==> config.mk <==
export PLATFORM = sky130hd
export DESIGN_NAME = dmem_lsu
export DESIGN_NICKNAME = d
export VERILOG_FILES = /design/src/rtl/dmem_lsu_pkg.sv /design/src/rtl/dmem_agu.sv /design/src/rtl/dmem_lsu.sv
export SDC_FILE = /design/constraint.sdc
export NUM_CORES = 1
export LEC_CHECK = 0
export BUFFER_PORTS_ARGS = -buffer_cell sky130_fd_sc_hd__buf_2
export CAP_MARGIN = 0
export CORE_ASPECT_RATIO = 1.75
export CORE_MARGIN = 4
export CORE_UTILIZATION = 55
export CTS_BUF_LIST = sky130_fd_sc_hd__clkbuf_8
export CTS_CLUSTER_SIZE = 8
export DETAILED_ROUTE_END_ITERATION = 8
export PLACE_DENSITY = 0.87
export SLEW_MARGIN = 30
export SYNTH_ARGS = -nofsm -noshare
export SYNTH_HDL_FRONTEND = slang
export SYNTH_HIERARCHICAL = 1
export SYNTH_SLANG_ARGS = --single-unit
==> constraint.sdc <==
create_clock -name clk -period 2.6 [get_ports clk]
set_input_delay 0.39 -clock clk [delete_from_list [all_inputs] [get_ports clk]]
set_output_delay 0.39 -clock clk [all_outputs]
set_load 0.1 [all_outputs]
==> src/rtl/dmem_lsu_pkg.sv <==
// Shared widths, memory depth and FSM encodings for the data-memory load/store unit.
package dmem_lsu_pkg;

   localparam int unsigned LSU_DATA_W = 16;
   localparam int unsigned LSU_ADDR_W = 16;
   localparam int unsigned LSU_OFF_W  = 6;
   localparam int unsigned LSU_ROW_D  = 8;

   typedef logic [1:0] lsu_state_t;

   localparam logic [1:0] ST_IDLE  = 2'd0;
   localparam logic [1:0] ST_WRITE = 2'd1;
   localparam logic [1:0] ST_READ  = 2'd2;
   localparam logic [1:0] ST_RESP  = 2'd3;

endpackage

==> src/rtl/dmem_agu.sv <==
// Address generation: base plus sign-extended offset (modular), with range check against memory depth.
module dmem_agu
   import dmem_lsu_pkg::*;
#(
   parameter int unsigned ADDR_W = LSU_ADDR_W,
   parameter int unsigned OFF_W  = LSU_OFF_W,
   parameter int unsigned ROW_D  = LSU_ROW_D
) (
   input  logic [ADDR_W-1:0] i_base,
   input  logic [OFF_W-1:0]  i_offset,
   output logic [ADDR_W-1:0] o_eff_c,
   output logic              o_oob_c
);

   logic [ADDR_W-1:0] w_off_sext;

   assign w_off_sext = {{(ADDR_W-OFF_W){i_offset[OFF_W-1]}}, i_offset};
   assign o_eff_c    = i_base + w_off_sext;
   assign o_oob_c    = (o_eff_c >= ADDR_W'(ROW_D));

endmodule

==> src/rtl/dmem_lsu.sv <==
// Single-outstanding load/store initiator for the core's data memory port.
module dmem_lsu
   import dmem_lsu_pkg::*;
#(
   parameter int unsigned DATA_W = LSU_DATA_W,
   parameter int unsigned ADDR_W = LSU_ADDR_W,
   parameter int unsigned OFF_W  = LSU_OFF_W,
   parameter int unsigned ROW_D  = LSU_ROW_D
) (
   input  logic              clk,
   input  logic              rst_n,
   input  logic              req_valid,
   output logic              req_ready,
   input  logic              req_we,
   input  logic [ADDR_W-1:0] req_base,
   input  logic [OFF_W-1:0]  req_offset,
   input  logic [DATA_W-1:0] req_wdata,
   output logic              rsp_valid,
   input  logic              rsp_ready,
   output logic [DATA_W-1:0] rsp_rdata,
   output logic              rsp_err,
   output logic [ADDR_W-1:0] mem_access_addr,
   output logic [DATA_W-1:0] mem_write_data,
   output logic              mem_write_en,
   output logic              mem_read,
   input  logic [DATA_W-1:0] mem_read_data
);

   lsu_state_t        r_state,     w_state_nxt;
   logic [ADDR_W-1:0] r_addr,      w_addr_nxt;
   logic [DATA_W-1:0] r_wdata,     w_wdata_nxt;
   logic [DATA_W-1:0] r_rdata,     w_rdata_nxt;
   logic              r_err,       w_err_nxt;
   logic              r_req_ready, w_req_ready_nxt;
   logic              r_mem_we,    w_mem_we_nxt;
   logic              r_mem_rd,    w_mem_rd_nxt;
   logic              r_rsp_valid, w_rsp_valid_nxt;
   logic [ADDR_W-1:0] w_eff_c;
   logic              w_oob_c;

   dmem_agu #(
      .ADDR_W (ADDR_W),
      .OFF_W  (OFF_W),
      .ROW_D  (ROW_D)
   ) u_agu (
      .i_base   (req_base),
      .i_offset (req_offset),
      .o_eff_c  (w_eff_c),
      .o_oob_c  (w_oob_c)
   );

   // Next state and next register values; control outputs are pre-decoded from the next state.
   always_comb begin
      w_state_nxt = r_state;
      w_addr_nxt  = r_addr;
      w_wdata_nxt = r_wdata;
      w_rdata_nxt = r_rdata;
      w_err_nxt   = r_err;
      case (r_state)
         ST_IDLE: begin
            if (req_valid) begin
               w_addr_nxt  = w_eff_c;
               w_wdata_nxt = req_wdata;
               w_rdata_nxt = '0;
               w_err_nxt   = w_oob_c;
               if (w_oob_c) begin
                  w_state_nxt = ST_RESP;
               end else if (req_we) begin
                  w_state_nxt = ST_WRITE;
               end else begin
                  w_state_nxt = ST_READ;
               end
            end
         end
         ST_WRITE: begin
            w_rdata_nxt = '0;
            w_err_nxt   = 1'b0;
            w_state_nxt = ST_RESP;
         end
         ST_READ: begin
            w_rdata_nxt = mem_read_data;
            w_err_nxt   = 1'b0;
            w_state_nxt = ST_RESP;
         end
         ST_RESP: begin
            if (rsp_ready) begin
               w_state_nxt = ST_IDLE;
            end
         end
         default: begin
            w_state_nxt = ST_IDLE;
         end
      endcase
      w_req_ready_nxt = (w_state_nxt == ST_IDLE);
      w_mem_we_nxt    = (w_state_nxt == ST_WRITE);
      w_mem_rd_nxt    = (w_state_nxt == ST_READ);
      w_rsp_valid_nxt = (w_state_nxt == ST_RESP);
   end

   // Async reset drops any pending write strobe before the next edge.
   always_ff @(posedge clk or negedge rst_n) begin
      if (!rst_n) begin
         r_state     <= ST_IDLE;
         r_addr      <= '0;
         r_wdata     <= '0;
         r_rdata     <= '0;
         r_err       <= 1'b0;
         r_req_ready <= 1'b1;
         r_mem_we    <= 1'b0;
         r_mem_rd    <= 1'b0;
         r_rsp_valid <= 1'b0;
      end else begin
         r_state     <= w_state_nxt;
         r_addr      <= w_addr_nxt;
         r_wdata     <= w_wdata_nxt;
         r_rdata     <= w_rdata_nxt;
         r_err       <= w_err_nxt;
         r_req_ready <= w_req_ready_nxt;
         r_mem_we    <= w_mem_we_nxt;
         r_mem_rd    <= w_mem_rd_nxt;
         r_rsp_valid <= w_rsp_valid_nxt;
      end
   end

   assign req_ready       = r_req_ready;
   assign rsp_valid       = r_rsp_valid;
   assign rsp_rdata       = r_rdata;
   assign rsp_err         = r_err;
   assign mem_access_addr = r_addr;
   assign mem_write_data  = r_wdata;
   assign mem_write_en    = r_mem_we;
   assign mem_read        = r_mem_rd;

endmodule
**After elaboration in Yosys (flattened, before gate mapping)**

Index checks and enable logic that the tools add are counted.

- Register bits: 55
- Output and inout bits: 53
- Bits of input ports: 59
- Logic and storage cells: 35

- Order comparisons: 1
- Eq/ne operators: 7
- Reductions and logical operators: 8
- Mux-type cells: 9
- $add $sub $neg: 1

Operators with widths:

| kind | count |
|---|---|
| 16-bit case mux with 3 select lines | 1 |
| 16-bit adder | 1 |
| 16-bit by 4-bit greater-or-equal comparator with 1-bit output (second input constant) | 1 |
| 16-bit 2-to-1 mux | 1 |
| 2-bit == test (second input constant) | 4 |
| 2-bit 2-to-1 mux | 4 |
| 2-bit case mux with 3 select lines | 1 |
| 2-bit AND reduction | 3 |
| 2-bit by 1-bit == test with 1-bit output (second input constant) | 2 |
| 2-bit logical NOT | 2 |
| 3-bit nonzero test | 1 |
| 2-bit inequality test (second input constant) | 1 |
| 1-bit case mux with 2 select lines | 1 |
| 2-bit nonzero test | 1 |
| 2-bit OR reduction | 1 |
| 1-bit 2-to-1 mux | 1 |

**Depth between registers and ports, before layout**

- Depth in word-level cells: 6
- Mapped depth: 13
- Depth with buffers taken out: 13

**Cells and area by module**

Netlist, hierarchy kept.

By module, submodules not included:

| module | times used | cells an instance | area an instance (µm²) |
|---|---|---|---|
| dmem_lsu | 1 | 171 | 2,382.3 |
| dmem_agu | 1 | 106 | 850.8 |

**Worst setup path after synthesis**

No wires, ideal clock.

- Kind: input-to-reg
- From: input port req_base[0]
- To: register r_req_ready, in the netlist req_ready
- Buffers on the path: 0
- Stages: 13
- Arrival: 2,875 ps
- Slack: -338 ps
- Path through: ha_1 > inv_1 > fa_1 > nor2b_4 > o31ai_4 > a21oi_2 > xor2_1 > or3_1 > nor4_2 > nand4b_1 > o211ai_1 > and3_4 > and3_1

- Cells in the longest elaborated chain, start to end: 6

Ends and longest elaborated chain:

| element | line | source |
|---|---|---|
| start: declaration | dmem_lsu.sv:15 | `input logic [ADDR_W-1:0] req_base,` |
| 16-bit adder | dmem_agu.sv:18 | `assign o_eff_c = i_base + w_off_sext;` |
| via w_eff_c[8] | dmem_lsu.sv:38 | `logic [ADDR_W-1:0] w_eff_c;` |
| 16-bit by 4-bit greater-or-equal comparator with 1-bit output | dmem_agu.sv:19 | `assign o_oob_c = (o_eff_c >= ADDR_W'(ROW_D));` |
| via w_oob_c | dmem_lsu.sv:39 | `logic w_oob_c;` |
| 2-bit 2-to-1 mux | dmem_lsu.sv:66 | `if (w_oob_c) begin` |
| 2-bit 2-to-1 mux | dmem_lsu.sv:61 | `if (req_valid) begin` |
| 2-bit case mux with 3 select lines | dmem_lsu.sv:59 | `case (r_state)` |
| 2-bit logical NOT | dmem_lsu.sv:94 | `w_req_ready_nxt = (w_state_nxt == ST_IDLE);` |
| via w_req_ready_nxt | dmem_lsu.sv:34 | `logic r_req_ready, w_req_ready_nxt;` |
| end signal: assignment | dmem_lsu.sv:118 | `r_req_ready <= w_req_ready_nxt;` |
| end: declaration | dmem_lsu.sv:34 |  |

The timed path passes the listed nets, and every way through them passes these cells.
A chain may end at the register's enable or synchronous reset.

**Worst setup path in the final report**

- From: input port req_base[2]
- To: register r_mem_we, in the netlist mem_write_en

- Cells in the longest elaborated chain, start to end: 6

Ends and longest elaborated chain:

| element | line | source |
|---|---|---|
| 16-bit adder | dmem_agu.sv:18 |  |
| via w_eff_c[5] | dmem_lsu.sv:38 |  |
| 16-bit by 4-bit greater-or-equal comparator with 1-bit output | dmem_agu.sv:19 |  |
| via w_oob_c | dmem_lsu.sv:39 |  |
| 2-bit 2-to-1 mux | dmem_lsu.sv:66 |  |
| 2-bit 2-to-1 mux | dmem_lsu.sv:61 |  |
| 2-bit case mux with 3 select lines | dmem_lsu.sv:59 |  |
| 2-bit by 1-bit == test with 1-bit output | dmem_lsu.sv:95 | `w_mem_we_nxt = (w_state_nxt == ST_WRITE);` |
| via w_mem_we_nxt | dmem_lsu.sv:35 | `logic r_mem_we, w_mem_we_nxt;` |
| end signal: assignment | dmem_lsu.sv:119 | `r_mem_we <= w_mem_we_nxt;` |
| end: declaration | dmem_lsu.sv:35 |  |

The timed path passes the listed nets, and every way through them passes these cells.

==> metrics.csv <==
stage;metric;value;unit
run_status;status;finished with violations;
run_status;violated checks;negative setup slack;
worst_setup_path;critical path's top delay family;simple AND/OR/NAND/NOR gates;
sta;final setup vio count;4;
sta;final cycle utilization of the critical path;102;%
cells_and_area;Nets;508;
flow_run;max cap viols;0;
cells_and_area;Area growth syn-to-layout;35.2;%
floorplanning;DIE AREA;7220;um^2
worst_setup_path;crit path max-delay cell type;or3_1;
grt;Most Used Layer, Global Route;met2;
sta;final worst setup slack;-62.1;ps
place;Routability Congestion;0.946;
logic_synthesis;most used flip-flop cell after synthesis;dfrtp_1;
grt;grt ovf;0;
worst_setup_path;WS Path Type;input port to flop;
clock_network;CTS Buffer Depth;2;
worst_setup_path;CP arrival;2860;ps
place;Buffers on Ports;111;
floorplanning;core area;5630;um^2
logic_synthesis;number of synthesized flops with an enable pin;0;
worst_setup_path;crit-path max FO;3;
drt;First-pass DRT Iterations;4;
logic_synthesis;unique cell type count in the Yosys netlist;61;
drt;Residual DRC;0;
logic_synthesis;fraction of registers with async set/reset;100;%
sta;clk_skew;7.09;ps
worst_setup_path;Worst Path Required;2800;ps
grt;largest net degree at the start of global routing;33;
floorplanning;Ports;112;
place;Post-DP Area;4120;um^2
logic_synthesis;Synth Warn #;6;
clock_network;CTS Root Cell;clkbuf_8;
clock_network;# hold bufs at CTS;0;
drt;Routed Antenna Nets;0;
worst_setup_path;reg2reg start;r_state[1];
drt;Routed WL per cell;16.1;um
worst_setup_path;Critical path buffers and inverters;1;
cells_and_area;Ant. Diodes;0;
grt;global-route met1 utilization;24.8;%
worst_setup_path;crit path cell chain;buf_2 > ha_1 > o21ai_1 > o21bai_1 > a21oi_2 > xnor2_1 > or3_1 > nor4_2 > nand4b_1 > o211ai_1 > nand3_1 > and3_1;
clock_network;insertion delay to the later sink of the worst-skew pair;310;ps
logic_synthesis;most frequent cell after synthesis;dfrtp_1;
sta;Max Freq;376;MHz
sta;endpoints failing hold;0;
clock_network;H-tree depth;2;
clock_network;CTS Sinks;55;
grt;gr usage total;23.0;%
worst_hold_path;min-delay worst type;input port to asynchronous set/reset pin;
sta;post-route minimum period;2660;ps
grt;first-pass GRT wire length;12800;um
grt;met2 Use GR;43.1;%
logic_synthesis;post-synth top area share;41.8;%
logic_synthesis;Gate Count Post-Synth;277;
logic_synthesis;synthesized area per cell;11.7;um^2
cells_and_area;share of cells above drive strength 1;54.1;%
logic_synthesis;dominant cells by area after synthesis;dfrtp_1 (42%), mux2_4 (14%), ha_1 (7.0%), nand2_1 (4.8%), o21ai_0 (2.8%);
logic_synthesis;largest area contributor in the netlist;dfrtp_1;
worst_setup_path;CP Capture Type;flop;
clock_network;Num CTS Buffers;5;
grt;met3 Use GR;3.07;%
place;DP HPWL;6240;um
worst_setup_path;Critical Path Start Type;input port;
drt;Iter 0 DRT Violations;232;
worst_setup_path;slowest cell delay on critical path;400;ps
sta;Slew @ Worst Pin;749;ps
drt;vias post-DR;2713;
floorplanning;die width;66.0;um
clock_network;CTS tree;yes;
logic_synthesis;Syn Nets;355;
sta;RSZ-0062 raised after global routing;true;
cells_and_area;post-route cell area;4370;um^2
drt;final WL;8140;um
worst_setup_path;CP startpoint;req_base[2];
drt;vias per cell;5.35;
floorplanning;initial core utilization;57.4;%
floorplanning;Core Rows;36;
logic_synthesis;Yosys reg bits;55;
cells_and_area;Final Core Density;77.6;%
sta;Final Max Slew Viols;0;
logic_synthesis;sequential-to-total area share from yosys stat;42.6;%
clock_network;Reg clk slew, reported paths;90;ps
logic_synthesis;Syn Std Cell Area;3230;um^2
logic_synthesis;synth cell count leaders;dfrtp_1 (54), nand2_1 (41), mux2_4 (30);
worst_setup_path;r2r worst-path depth;4;
worst_setup_path;Crit path depth;12;
grt;initial antenna violation count;0;
sta;final hold slack;37.7;ps
grt;vias in the first global route;2799;
floorplanning;die height;109;um
sta;Slew HR;49.0;%
final cells by class:
cell class	instances	area [um^2]
multi-input cells	202	1840
clock buffers	7	96.3
fillers	376	1260
clock inverters	1	3.75
repair buffers	158	931
well taps	76	95.1
inverters	8	30.0
flip-flops and latches	55	1380
placed cells by master, fill, tap and decap left out, types with 5 or more instances in the layout:
cell,n
mux2_4,30
xnor2_1,8
ha_1,11
o21ai_0,18
dfrtp_1,54
inv_1,8
nor2_1,5
clkbuf_8,7
nand2_1,40
nand3_1,5
a21oi_1,7
buf_4,47
ha_4,6
buf_2,108
state kept, by name (all words and copies together), names as in the netlist, 2 cells and up:
| signal | cells |
|---|---|
| mem_access_addr | 16 |
| r_state | 2 |
| rsp_rdata | 16 |
| mem_write_data | 16 |
kinds of logic (layout without fill, tap and decap cells):
logic type               Yosys count  in the layout  synth area share (%)
multiplexers                      33             33                  15.3
flip-flops                        55             55                  42.6
buffers and inverters             20            174                  4.68
XOR/XNOR                          12             12                  3.25
adder cells (fa/ha/maj)           19             19                  7.59
AO/OA/AOI/OAI                     61             61                  13.6
AND/OR/NAND/NOR                   77             77                  12.9
per-stage QoR:
step / setup TNS (ps) / std cells / setup slack, ps
2_1_floorplan: -222 / 277 / -75.6
3_3_place_gp: -2260 / 497 / -368
3_5_place_dp: -3370 / 497 / -538
4_1_cts: -205 / 507 / -61.9
5_1_grt: -1210 / 507 / -256
6_report: -135 / 507 / -62.1
routing by layer:
layer / part of all wire (%) / wire [um]
met2: 56 / 4520
met1: 37 / 3010
met5: 0 / 0
met3: 4.8 / 390
met4: 2.7 / 220
what timing repair did:
item	4_1_cts	5_1_grt
pin swaps	9	6
buffers inserted	2	1
resized for setup	18	6
endpoints found under the setup margin	7	7
worst paths after layout:
check / slack, ps / endpoint
max in group asynchronous: 1730 / req_ready
min in group clk: 300 / mem_write_data[5]
worst max register to register: 760 / rsp_rdata[14]
worst min-delay path: 40 / rsp_rdata[8]
worst min register to register: 480 / rsp_rdata[1]
worst max-delay path: -60 / mem_write_en
Power is not shown: default switching activity piles up to over one toggle a cycle in this logic, so the estimate is an artifact.
